===== src/rtl/multi_sample_voter.sv =====
// Purpose : majority vote of 1/3/5 oversamples centred on the middle of each serial bit period.
// Latency : SAMPLED_BIT/NOISE_FLAG/SAMPLE_VLD are registered one CLK after the last sample in the window.
// Backpr. : none; the voter follows EDGE_CNT/DAT_SAMP_EN and cannot stall the sampler.
//
// Ports:
//   CLK, RST     rising-edge clock, synchronous active-high reset
//   RX_IN        synchronised serial line
//   DAT_SAMP_EN  sampling enable for the current bit period
//   EDGE_CNT     oversample index within the bit (0..PRESCALE-1)
//   PRESCALE     oversampling ratio (even, static while enabled)
//   SAMP_MODE    vote depth: 00=1, 01=3, 10=5, 11=3 samples
//   SAMPLED_BIT  voted bit, held between votes
//   SAMPLE_VLD   one-CLK strobe when a vote completes
//   NOISE_FLAG   samples of the last vote were not unanimous
//   CFG_ERR      PRESCALE too small for the latched mode (vote falls back to 1 sample)
module multi_sample_voter #(
  parameter int EDGE_W = 6
) (
  input  logic              CLK,
  input  logic              RST,
  input  logic              RX_IN,
  input  logic              DAT_SAMP_EN,
  input  logic [EDGE_W-1:0] EDGE_CNT,
  input  logic [EDGE_W-1:0] PRESCALE,
  input  logic [1:0]        SAMP_MODE,
  output logic              SAMPLED_BIT,
  output logic              SAMPLE_VLD,
  output logic              NOISE_FLAG,
  output logic              CFG_ERR
);

  localparam int W1 = EDGE_W + 1;

  logic [1:0]    mode_q;
  logic [2:0]    ones_q;
  logic [2:0]    cnt_q;

  logic          bit_start;
  logic [1:0]    eff_mode;
  logic [2:0]    n_mode;
  logic [1:0]    k_mode;
  logic          cfg_err_c;
  logic [2:0]    n_eff;
  logic [1:0]    k_eff;
  logic [W1-1:0] ctr;
  logic [W1-1:0] win_lo;
  logic [W1-1:0] win_hi;
  logic [W1-1:0] edge_x;
  logic          in_win;
  logic          is_last;
  logic [2:0]    ones_tot;
  logic [2:0]    cnt_tot;
  logic          vote_bit;
  logic          vote_noise;

  // The mode register only loads at EDGE_CNT=0, so on that very edge the
  // incoming SAMP_MODE is already the mode governing this bit.
  assign bit_start = DAT_SAMP_EN && (EDGE_CNT == '0);
  assign eff_mode  = bit_start ? SAMP_MODE : mode_q;

  always_comb begin
    n_mode = 3'd3;
    k_mode = 2'd1;
    case (eff_mode)
      2'b00:   begin n_mode = 3'd1; k_mode = 2'd0; end
      2'b10:   begin n_mode = 3'd5; k_mode = 2'd2; end
      default: begin n_mode = 3'd3; k_mode = 2'd1; end
    endcase
  end

  // The window C-K..C+K must fit inside 1..PRESCALE-1; otherwise fall back
  // to a single centre sample so the window never reaches below zero.
  assign cfg_err_c = ({1'b0, PRESCALE} < (W1'({k_mode, 1'b0}) + W1'(2)));
  assign n_eff     = cfg_err_c ? 3'd1 : n_mode;
  assign k_eff     = cfg_err_c ? 2'd0 : k_mode;

  assign ctr     = {1'b0, PRESCALE} >> 1;
  assign win_lo  = ctr - W1'(k_eff);
  assign win_hi  = ctr + W1'(k_eff);
  assign edge_x  = {1'b0, EDGE_CNT};
  assign in_win  = (edge_x >= win_lo) && (edge_x <= win_hi);
  assign is_last = (edge_x == win_hi);

  // Totals include the sample arriving on the current edge.
  assign ones_tot   = ones_q + {2'b00, RX_IN};
  assign cnt_tot    = cnt_q + 3'd1;
  assign vote_bit   = (ones_tot > {1'b0, k_eff});
  assign vote_noise = (ones_tot != 3'd0) && (ones_tot != n_eff);

  always_ff @(posedge CLK) begin
    if (RST) begin
      mode_q      <= 2'b01;
      ones_q      <= '0;
      cnt_q       <= '0;
      SAMPLED_BIT <= 1'b0;
      SAMPLE_VLD  <= 1'b0;
      NOISE_FLAG  <= 1'b0;
      CFG_ERR     <= 1'b0;
    end else begin
      SAMPLE_VLD <= 1'b0;
      CFG_ERR    <= cfg_err_c;
      if (bit_start) begin
        mode_q <= SAMP_MODE;
      end
      if (!DAT_SAMP_EN) begin
        ones_q <= '0;
        cnt_q  <= '0;
      end else if (in_win && is_last) begin
        // A window entered late (enable or reset mid-bit) is short of
        // samples; drop it rather than vote on partial data.
        if (cnt_tot == n_eff) begin
          SAMPLED_BIT <= vote_bit;
          NOISE_FLAG  <= vote_noise;
          SAMPLE_VLD  <= 1'b1;
        end
        ones_q <= '0;
        cnt_q  <= '0;
      end else if (in_win) begin
        ones_q <= ones_tot;
        cnt_q  <= cnt_tot;
      end else begin
        // Outside the window (including EDGE_CNT=0) the counters stay
        // empty, so RX_IN there can never leak into a vote.
        ones_q <= '0;
        cnt_q  <= '0;
      end
    end
  end

endmodule


===== config.mk =====
export PLATFORM = sky130hd
export DESIGN_NAME = multi_sample_voter
export DESIGN_NICKNAME = d
export VERILOG_FILES = /design/src/rtl/multi_sample_voter.sv
export SDC_FILE = /design/constraint.sdc
export NUM_CORES = 1
export LEC_CHECK = 0
export CAP_MARGIN = 20
export CORE_MARGIN = 2
export CORE_UTILIZATION = 33
export DETAILED_ROUTE_END_ITERATION = 8
export GPL_TIMING_DRIVEN = 0
export PLACE_DENSITY = 0.54
export SYNTH_ARGS = -nofsm -noshare
export SYNTH_HDL_FRONTEND = slang
export SYNTH_SLANG_ARGS = --single-unit
export TNS_END_PERCENT = 30

===== constraint.sdc =====
create_clock -name CLK -period 9.7 [get_ports CLK]
set_input_delay 1.94 -clock CLK [delete_from_list [all_inputs] [get_ports CLK]]
set_output_delay 1.94 -clock CLK [all_outputs]
set_load 0.02 [all_outputs]

==> impl_results.md <==
* Outcome: completed
* Max-Cap Viols at 0
* Crit Path Max Fanout at 7
* WS Path Type: in -> reg
* Static leakage at 0.628 nW
* # rows at 22
* Post-Syn Nets at 186
* Layout cells sized above 1 at 0.0843
* Antenna violations before repair at 0
* Sequential element share of the synthesized area at 0.195
* DRC errors left at 0
* CTS tree: yes
* Number of global-route vias before repair at 1,062
* Max rail drop VDD at 0.0311 mV
* Post-synth top cells: ha_1, dfxtp_1, inv_1
* Setup TNS at 0 ps
* CP arrival at 6950 ps
* Worst path bufs/invs at 3
* Critical path capture point type: flip-flop
* Tcrit/Tclk final at 0.704
* Initial DRC Count at 44
* Flop and latch count out of synthesis at 12
* Global-route wire length before repair at 4520 um
* Worst-Skew Late Latency at 240 ps
* Yosys top cell by area: ha_1
* Skew final at 5.18 ps
* Die H at 65.1 um
* DP HPWL at 2300 um
* Cell Area, Synth at 1230 um^2
* Congestion Overflow GR at 0
* Final count of hold timing violations at 0
* Die Wd at 65.1 um
* HP Class: reg -> reg
* Final setup vio count at 0
* Crit-path cells: clkdlybuf4s50_1 > nor4_1 > nand3_1 > and2_2 > and2_1 > ha_1 > o21ai_0 > and2_1 > a21oi_1 > ha_1 > inv_1 > fa_1 > xor2_1 > ha_1 > nand4_1 > nor4bb_1 > o31ai_1 > clkbuf_4 > a2111oi_4 > mux2_4
* CTS HTree Levels at 1
* CP required at 9830 ps
* Post-CTS setup buffer count at 0
* Final Critical Period at 6830 ps
* Async S/R FF share, synth at 0
* Io pins at 22
* Largest stage delay on the critical path at 510 ps
* Final Power at 146 uW
* # nets final at 211
* Fmax at 0.146 GHz
* Core area at 3630 um^2
* Unique masters post-synth at 39
* GR Util All Layers at 0.139
* # resized after CTS at 0
* DIE AREA at 4240 um^2
* Largest net degree at the start of global routing at 10
* Syn Inst Count at 142
* CP max stage cell: nor4_1
* Cell family with most CP delay: simple AND/OR/NAND/NOR gates
* Vias/cell at 5.06
* Max-slew headroom at 0.670
* Worst Setup Start Kind: primary input
* Inserted Clock Buffers at 3
* Mean Syn Cell Area at 8.69 um^2
* Power Dens Cells at 94.3 nW/um^2
* Synth top area cells: ha_1, dfxtp_1, xor2_1
* Average wire per standard cell at 12.1 um
* RSZ-0062 raised after global routing: no
* Top-area cell type share of the netlist area at 0.243
* Post-route ant nets at 0
* Worst hold margin at 471 ps
* Clk root buf: clkbuf_8
* Drt pass-1 iters at 4
* I/O Buffers at 19
* CP most frequent cell: ha_1
* Worst-Margin Slew at 491 ps
* Drt total wl at 2600 um
* Clock transition at path regs at 50 ps
* Count of pins over their slew limit at 0
* Yosys warning count at 0
* Most used DFF post-synth: dfxtp_1
* Area Overhead vs Synth at 25.4%
* Final GP Congestion at 0.793
* Max clock buf depth at 2
* Count leader, synth: ha_1
* # clock sinks at 12
* Initial core utilization at 0.340
* Hold Buf Count CTS at 0
* EDFF count, synth at 0
* # diodes at 0
* DR vias at 1,083
[tightest hold or removal path, stage by stage, from the launching register on]
cell and delay [ps]:
dfxtp_1 300, nand2b_1 60, mux2i_1 60
[cell type report]
cell class / instances / area (um^2)
flip-flops and latches: 12 / 240
inverters: 11 / 41.3
multi-input cells: 117 / 943
repair buffers: 20 / 198
clock buffers: 4 / 55.1
fillers: 369 / 2090
well taps: 48 / 60.1
plain buffers: 2 / 8.76
[per-stage QoR]
| step | setup slack, ps | instances | util | instance area (um^2) |
|---|---|---|---|---|
| after floorplan | 3470 | 142 | - | 1230 |
| after global placement | 2250 | 209 | 0.408 | 1480 |
| after detailed placement | 2220 | 209 | 0.408 | 1480 |
| after CTS | 2430 | 213 | 0.424 | 1540 |
| after global routing | 2450 | 214 | 0.426 | 1550 |
| final | 2870 | 214 | 0.426 | 1550 |
[per-layer routing]
metal / wire [um] / global-route usage / share of wire / up-vias
li1: - / - / - / 556
met1: 1140 / 0.156 / 0.44 / 489
met2: 1240 / 0.244 / 0.48 / 29
met3: 122 / 0.0257 / 0.047 / 9
met4: 94 / 0.0859 / 0.036 / 0
met5: 0 / 0 / 0 / -
[worst paths after layout]
check	startpoint	to	slack [ps]	depth (start not counted)
max	EDGE_CNT[2]	SAMPLED_BIT$_SDFFE_PP0P_	2870	20
min	NOISE_FLAG$_SDFFE_PP0P_	NOISE_FLAG$_SDFFE_PP0P_	470	2
max reg2reg	mode_q[1]$_SDFF_PP0_	SAMPLED_BIT$_SDFFE_PP0P_	5430	18
min reg2reg	NOISE_FLAG$_SDFFE_PP0P_	NOISE_FLAG$_SDFFE_PP0P_	470	2
[power by group]
group	internal [mW]	switching (mW)	total [mW]
combinational	0.0203	0.0216	0.0419
clock	0.0358	0.0180	0.0538
sequential	0.0499	0.000250	0.0501
total	0.106	0.0398	0.146
[flip-flops by register name, indices dropped and copies added (netlist names)]
name / flops
SAMPLE_VLD: 1
CFG_ERR: 1
mode_q: 2
cnt_q: 3
NOISE_FLAG: 1
SAMPLED_BIT: 1
ones_q: 3
[logic make-up (layout without fill, tap and decap cells)]
| kind of cell | after synthesis | after routing | share of synthesized area |
|---|---|---|---|
| AND/OR/NAND/NOR | 55 | 55 | 0.263 |
| adder cells (fa/ha/maj) | 26 | 26 | 0.276 |
| AO/OA/AOI/OAI | 24 | 24 | 0.139 |
| buffers and inverters | 13 | 37 | 0.0406 |
| flip-flops | 12 | 12 | 0.195 |
| XOR/XNOR | 9 | 9 | 0.0639 |
| multiplexers | 2 | 2 | 0.0203 |
| other | 1 | 1 | 0.00304 |
[layout by cell type, fill, tap and decap left out, types with 2 or more instances in the layout]
master	n
and2_1	5
ha_1	24
nor2_1	7
nor3_1	7
and3_1	2
clkbuf_8	4
nand4_1	4
inv_1	11
nor4_1	2
fa_1	2
nand2_1	7
a21oi_1	6
nand3_1	3
o31ai_1	2
xnor2_1	4
nor2b_1	6
nor4bb_1	2
xor2_1	5
clkdlybuf4s50_1	19
nand2b_1	3
o21ai_0	7
a21o_1	2
o211ai_1	2
dfxtp_1	12
(Power assumes the default switching activity.)
